[config.mk]
export PLATFORM = sky130hd
export DESIGN_NAME = vc_fifo_param_flat
export DESIGN_NICKNAME = d
export VERILOG_FILES = /design/src/rtl/vc_fifo_param_if.sv /design/src/rtl/vc_fifo_param.sv /design/src/flat_wrapper.sv
export SDC_FILE = /design/constraint.sdc
export NUM_CORES = 1
export LEC_CHECK = 0
export CORE_MARGIN = 10
export CORE_UTILIZATION = 58
export DETAILED_ROUTE_END_ITERATION = 7
export MAX_ROUTING_LAYER = met4
export PLACE_DENSITY = 0.87
export SETUP_SLACK_MARGIN = 0.05
export SYNTH_ARGS = -nofsm -noshare
export SYNTH_HDL_FRONTEND = slang
export SYNTH_SLANG_ARGS = --single-unit
export TNS_END_PERCENT = 1
[constraint.sdc]
create_clock -name clk -period 2.9 [get_ports clk]
set_clock_uncertainty 0.1 [all_clocks]
set_input_delay 0.29 -clock clk [delete_from_list [all_inputs] [get_ports clk]]
set_output_delay 0.29 -clock clk [all_outputs]
set_load 0.05 [all_outputs]
[src/rtl/vc_fifo_param_if.sv]
// Bundles the FIFO's request/data/status signals between a producer-consumer
// agent (master) and the FIFO itself (slave).
//
// Request semantics: wr_enable and rd_enable are one-cycle requests sampled on
// each rising clk edge. A read is taken only when the FIFO is not empty. A write
// is taken when the FIFO is not full, or when a read is taken on the same edge.
// A request that is not taken is dropped and raises the sticky error flag.
// A taken read presents its word on data_out, with valid_out high, one cycle later.
interface vc_fifo_param_if #(
    parameter int DATA_WIDTH = 6,
    parameter int ADDR_WIDTH = 4
);
    logic                  wr_enable;
    logic                  rd_enable;
    logic [DATA_WIDTH-1:0] data_in;
    logic [ADDR_WIDTH-1:0] umbral_af;
    logic [ADDR_WIDTH-1:0] umbral_ae;
    logic [DATA_WIDTH-1:0] data_out;
    logic                  valid_out;
    logic                  full;
    logic                  empty;
    logic                  almost_full;
    logic                  almost_empty;
    logic                  error;
    logic [ADDR_WIDTH:0]   fill_level;

    modport master (
        output wr_enable, rd_enable, data_in, umbral_af, umbral_ae,
        input  data_out, valid_out, full, empty, almost_full, almost_empty,
               error, fill_level
    );

    modport slave (
        input  wr_enable, rd_enable, data_in, umbral_af, umbral_ae,
        output data_out, valid_out, full, empty, almost_full, almost_empty,
               error, fill_level
    );
endinterface

[src/rtl/vc_fifo_param.sv]
// Synchronous FIFO with 2**ADDR_WIDTH entries, a registered read port, and
// programmable almost-full/almost-empty thresholds. Dropped requests set a
// sticky error flag. The error flag is cleared by the asynchronous reset or
// by the synchronous init clear.
module vc_fifo_param #(
    parameter int DATA_WIDTH = 6,
    parameter int ADDR_WIDTH = 4
) (
    input  logic           clk,
    input  logic           reset,
    input  logic           init,
    vc_fifo_param_if.slave bus
);
    localparam int                  DEPTH   = 1 << ADDR_WIDTH;
    localparam logic [ADDR_WIDTH:0] DEPTH_L = (ADDR_WIDTH + 1)'(DEPTH);

    logic [DATA_WIDTH-1:0] mem [DEPTH];
    logic [ADDR_WIDTH-1:0] wr_ptr;
    logic [ADDR_WIDTH-1:0] rd_ptr;
    logic [ADDR_WIDTH:0]   fill_level;
    logic [DATA_WIDTH-1:0] data_out;
    logic                  valid_out;
    logic                  error;

    logic full;
    logic empty;
    logic rd_ok;
    logic wr_ok;
    logic req_rejected;

    // The status flags are decoded only from occupancy, so they can never
    // disagree with fill_level.
    assign full  = (fill_level == DEPTH_L);
    assign empty = (fill_level == '0);

    // A read is taken only when data is present, with no bypass from a
    // same-cycle write. A write into a full FIFO is still taken when a read
    // frees a slot on the same edge.
    assign rd_ok        = bus.rd_enable & ~empty;
    assign wr_ok        = bus.wr_enable & (~full | rd_ok);
    assign req_rejected = (bus.wr_enable & ~wr_ok) | (bus.rd_enable & ~rd_ok);

    // Storage is never cleared. Stale words are unreachable once the pointers reset.
    always_ff @(posedge clk) begin
        if (init && wr_ok) begin
            mem[wr_ptr] <= bus.data_in;
        end
    end

    // Pointers, occupancy, registered read port and sticky error.
    always_ff @(posedge clk or negedge reset) begin
        if (!reset) begin
            wr_ptr     <= '0;
            rd_ptr     <= '0;
            fill_level <= '0;
            data_out   <= '0;
            valid_out  <= 1'b0;
            error      <= 1'b0;
        end else if (!init) begin
            wr_ptr     <= '0;
            rd_ptr     <= '0;
            fill_level <= '0;
            data_out   <= '0;
            valid_out  <= 1'b0;
            error      <= 1'b0;
        end else begin
            if (wr_ok) begin
                wr_ptr <= wr_ptr + ADDR_WIDTH'(1);
            end
            if (rd_ok) begin
                data_out  <= mem[rd_ptr];
                valid_out <= 1'b1;
                rd_ptr    <= rd_ptr + ADDR_WIDTH'(1);
            end else begin
                data_out  <= '0;
                valid_out <= 1'b0;
            end
            case ({wr_ok, rd_ok})
                2'b10:   fill_level <= fill_level + (ADDR_WIDTH + 1)'(1);
                2'b01:   fill_level <= fill_level - (ADDR_WIDTH + 1)'(1);
                default: fill_level <= fill_level;
            endcase
            if (req_rejected) begin
                error <= 1'b1;
            end
        end
    end

    // Thresholds are widened by one bit so that DEPTH - umbral_af cannot wrap.
    assign bus.almost_full  = (fill_level >= (DEPTH_L - {1'b0, bus.umbral_af}));
    assign bus.almost_empty = (fill_level <= {1'b0, bus.umbral_ae});

    assign bus.full       = full;
    assign bus.empty      = empty;
    assign bus.fill_level = fill_level;
    assign bus.data_out   = data_out;
    assign bus.valid_out  = valid_out;
    assign bus.error      = error;
endmodule
[src/flat_wrapper.sv]
// flat-port wrapper written by rule: the top's interface ports become plain ports
module vc_fifo_param_flat 
#(
    parameter int DATA_WIDTH = 6,
    parameter int ADDR_WIDTH = 4
)
  (clk, reset, init, bus_wr_enable, bus_rd_enable, bus_data_in, bus_umbral_af, bus_umbral_ae, bus_data_out, bus_valid_out, bus_full, bus_empty, bus_almost_full, bus_almost_empty, bus_error, bus_fill_level);
  vc_fifo_param_if #(.DATA_WIDTH(DATA_WIDTH), .ADDR_WIDTH(ADDR_WIDTH)) bus_i ();
  input  logic clk;
  input  logic reset;
  input  logic init;
  input wire logic [$bits(bus_i.wr_enable)-1:0] bus_wr_enable;
  input wire logic [$bits(bus_i.rd_enable)-1:0] bus_rd_enable;
  input wire logic [$bits(bus_i.data_in)-1:0] bus_data_in;
  input wire logic [$bits(bus_i.umbral_af)-1:0] bus_umbral_af;
  input wire logic [$bits(bus_i.umbral_ae)-1:0] bus_umbral_ae;
  output wire logic [$bits(bus_i.data_out)-1:0] bus_data_out;
  output wire logic [$bits(bus_i.valid_out)-1:0] bus_valid_out;
  output wire logic [$bits(bus_i.full)-1:0] bus_full;
  output wire logic [$bits(bus_i.empty)-1:0] bus_empty;
  output wire logic [$bits(bus_i.almost_full)-1:0] bus_almost_full;
  output wire logic [$bits(bus_i.almost_empty)-1:0] bus_almost_empty;
  output wire logic [$bits(bus_i.error)-1:0] bus_error;
  output wire logic [$bits(bus_i.fill_level)-1:0] bus_fill_level;
  assign bus_i.wr_enable = bus_wr_enable;
  assign bus_i.rd_enable = bus_rd_enable;
  assign bus_i.data_in = bus_data_in;
  assign bus_i.umbral_af = bus_umbral_af;
  assign bus_i.umbral_ae = bus_umbral_ae;
  assign bus_data_out = bus_i.data_out;
  assign bus_valid_out = bus_i.valid_out;
  assign bus_full = bus_i.full;
  assign bus_empty = bus_i.empty;
  assign bus_almost_full = bus_i.almost_full;
  assign bus_almost_empty = bus_i.almost_empty;
  assign bus_error = bus_i.error;
  assign bus_fill_level = bus_i.fill_level;
  vc_fifo_param #(.DATA_WIDTH(DATA_WIDTH), .ADDR_WIDTH(ADDR_WIDTH)) u_core (.clk(clk), .reset(reset), .init(init), .bus(bus_i));
endmodule
==> summary.md <==
| Metric | Value |
|---|---|
| Max Clk Rate | 0.365 GHz |
| Routed WL | 11800 µm |
| First drt pass iteration count | 7 |
| Final min period | 2.74 ns |
| Die width | 114 µm |
| Clock slew at reported path FFs | 0.06 ns |
| Remaining global-route overflow | 0 |
| Antenna Nets Post-Route | 0 |
| Clk pwr share | 38.5% |
| Number of global-route vias before repair | 3247 |
| Max-Cap Viols | 0 |
| Layout filler cell count | 484 |
| Flops & latches, synth | 117 |
| Die height | 114 µm |
| Flop pwr share | 36.5% |
| H-tree depth | 4 |
| WHS | 0.221 ns |
| Area grow syn2layout | 24.0% |
| Ant. Diodes | 0 |
| All-Layer GR Usage | 19.4% |
| CP Launch Type | register |
| Pint | 3.76 mW |
| Largest net degree at the start of global routing | 28 |
| RSZ-0062 raised after global routing | false |
| Setup violators final | 0 |
| Avg Synthesized Cell Area | 16.2 µm² |
| Switching part of the total | 30.4% |
| Fin cells | 501 |
| Pwr dens | 847 mW/mm² |
| Via density | 6.29 |
| Critical path origin | u_core.bus.fill_level[1] |
| Number of DRC markers in iteration 0 | 247 |
| Cells after Synth | 318 |
| R2r startpoint | u_core.bus.fill_level[1] |
| Longest Clk Path Bufs | 2 |
| Port bufs | 35 |
| Tcrit/Tclk final | 94.6% |
| Count of final hold-check violations | 0 |
| Gate power share | 25.0% |
| Wire length of the first global-routing pass | 18600 µm |
| CTS tree | yes |
| Cts repair resizes | 0 |
| Maximum VDD drop | 0.540 mV |
| Worst Tran Pin Value | 0.995 ns |
| Post-synth EDFFs | 96 |
| Row count | 34 |
| Netlist Area Pre-Place | 0.00514 mm² |
| Critical Path End Type | register |
| Status | finished, final reports clean |
| Hold buffer count at cts | 0 |
| Worst EP arrival | 3.07 ns |
| Core Box Area | 0.00868 mm² |
| Relative slew slack | 33.5% |
| WS Path Type | reg -> reg |
| Switching power | 1.64 mW |
| DRC | 0 |
| CP required | 3.23 ns |
| TritonCTS Buffers | 17 |
| Pins over their slew limit | 0 |
| Die area | 0.0130 mm² |
| Initial antenna violation count | 0 |
| Number of primary I/O pins | 36 |
| Placer's final routability congestion estimate | 0.831 |
| Setup TNS Final | 0 ns |
| Seq/Total Area, Yosys | 66.2% |
| Crit Path Max Fanout | 7 |
| Dominant synthesized flop cell | edfxtp_1 |
| LEAKAGE | 2.30 nW |
| Synth warn | 0 |
| Root buffer cell | clkbuf_8 |
| Clock net sink count | 117 |
| Placed Area | 0.00579 mm² |
| Final #Nets | 418 |
| Clk Latency, worst-skew pair | 0.52 ns |
| Via count | 3150 |
| WL/cell | 23.6 µm |
| Final HPWL DP | 7180 µm |
| Post-CTS setup buffers | 0 |
| Worst r2r path cells | 9 |
| Synth unique cells | 41 |
| Total power draw | 5.40 mW |
| Async set-reset flop share out of synthesis | 17.9% |
| Share of cells above drive strength 1 | 24.4% |
| Initial core utilization | 59.3% |
| # placed instances | 469 |
| Hold Path Class | in -> async |
| Final instance area | 0.00638 mm² |
| Syn Nets | 356 |
-- flip-flops by register name (all words and copies together), names as in the netlist --
signal,cells
u_core.bus.data_out,6
u_core.bus.error,1
u_core.bus.fill_level,5
u_core.bus.valid_out,1
u_core.mem,96
u_core.rd_ptr,4
u_core.wr_ptr,4
-- worst max-delay path: stages, from the launching register on --
cell and delay, ns:
dfrtp_2 0.46, or4_1 0.57, nor2_4 0.15, or2_4 0.14
inv_2 0.06, ha_4 0.28, nand2b_1 0.10, a2111o_1 0.42
o22a_1 0.22, a31oi_1 0.15
-- layout by cell type (no fill, tap or decap), types with 3 or more instances in the layout --
cell / n
edfxtp_1: 96
clkdlybuf4s50_1: 31
buf_4: 25
mux4_2: 24
nor2_1: 23
dfrtp_1: 17
mux2i_1: 16
ha_1: 16
clkbuf_16: 16
inv_1: 15
nand2_1: 12
nand2b_1: 8
nand3_1: 8
nor3_1: 7
a21oi_1: 7
o22ai_1: 6
xor2_1: 6
inv_6: 4
dfrtp_2: 4
a211oi_1: 3
o21a_1: 3
clkinv_2: 3
bufinv_16: 3
-- cell type report --
type                       count  area [µm²]  share of cell area (%)
sequential                   117        3410                    53.5
multi-input combinational    169        1640                    25.7
timing repair buffer          58         538                    8.43
clock buffer                  18         418                    6.55
clock inverter                14         173                    2.71
tap                          108         135                    2.12
inverter                      17        63.8                    1.00
-- per-layer routing --
metal	global-route usage [%]	vias up	wire, µm
li1	-	1345	-
met1	24.0	1589	4590
met2	29.8	177	5860
met3	6.03	39	1040
met4	6.35	0	328
met5	-	-	0
-- power groups by stage --
stage	logic, mW	clock network (mW)	registers, mW
finish	1.35	2.08	1.97
global route	1.44	2.19	1.98
CTS	1.36	2.10	1.97
detailed placement	1.32	0	2.00
global placement	1.28	0	1.99
floorplan	0.756	0	2.14
-- path summary, 6_finish.rpt --
check | end | slack (ns)
max in group asynchronous | u_core.bus.fill_level[2] | 1.80
min | u_core.wr_ptr[2] | 0.22
max | u_core.bus.fill_level[4] | 0.16
max reg2reg | u_core.bus.fill_level[4] | 0.16
min in group clk | u_core.bus.error | 0.41
min reg2reg | u_core.bus.error | 0.41
-- kinds of logic (layout without fill, tap and decap cells) --
| logic type | Yosys count | after routing | synth area share (%) |
|---|---|---|---|
| AO/OA/AOI/OAI | 34 | 34 | 4.94 |
| XOR/XNOR | 8 | 8 | 1.36 |
| adder cells (fa/ha/maj) | 19 | 19 | 4.77 |
| buffers and inverters | 32 | 107 | 2.58 |
| flip-flops | 117 | 117 | 66.2 |
| multiplexers | 41 | 41 | 13.8 |
| AND/OR/NAND/NOR | 67 | 67 | 6.27 |
-- synthesized netlist by cell type, types with 2 or more instances --
| cell | count | area, µm² |
|---|---|---|
| o22ai_1 | 6 | 37.5 |
| mux4_2 | 24 | 541 |
| o211ai_1 | 2 | 15.0 |
| dfrtp_1 | 21 | 526 |
| a211oi_1 | 3 | 22.5 |
| nand3_1 | 8 | 40.0 |
| nor3_1 | 7 | 35.0 |
| a21o_1 | 2 | 15.0 |
| clkbuf_1 | 6 | 22.5 |
| xor2_1 | 6 | 52.6 |
| o21ai_0 | 2 | 10.0 |
| edfxtp_1 | 96 | 2880 |
| ha_1 | 18 | 225 |
| nand2_1 | 12 | 45.0 |
| nand2b_1 | 8 | 50.1 |
| xnor2_1 | 2 | 17.5 |
| o21ai_1 | 2 | 10.0 |
| nor2_1 | 24 | 90.1 |
| o21a_1 | 3 | 22.5 |
| o31ai_4 | 2 | 42.5 |
| mux2i_1 | 16 | 160 |
| or2_2 | 2 | 12.5 |
| inv_1 | 16 | 60.1 |
| buf_2 | 7 | 35.0 |
| a21oi_1 | 7 | 35.0 |
-- metrics by stage --
| stage | utilization, % | setup WS [ns] |
|---|---|---|
| finish | 73.5 | 0.158 |
| CTS | 73.5 | 0.166 |
| global placement | 66.7 | 0.328 |
| floorplan | - | -0.110 |
| global route | 73.5 | 0.0716 |
| detailed placement | 66.7 | 0.259 |
(Power assumes the default switching activity.)
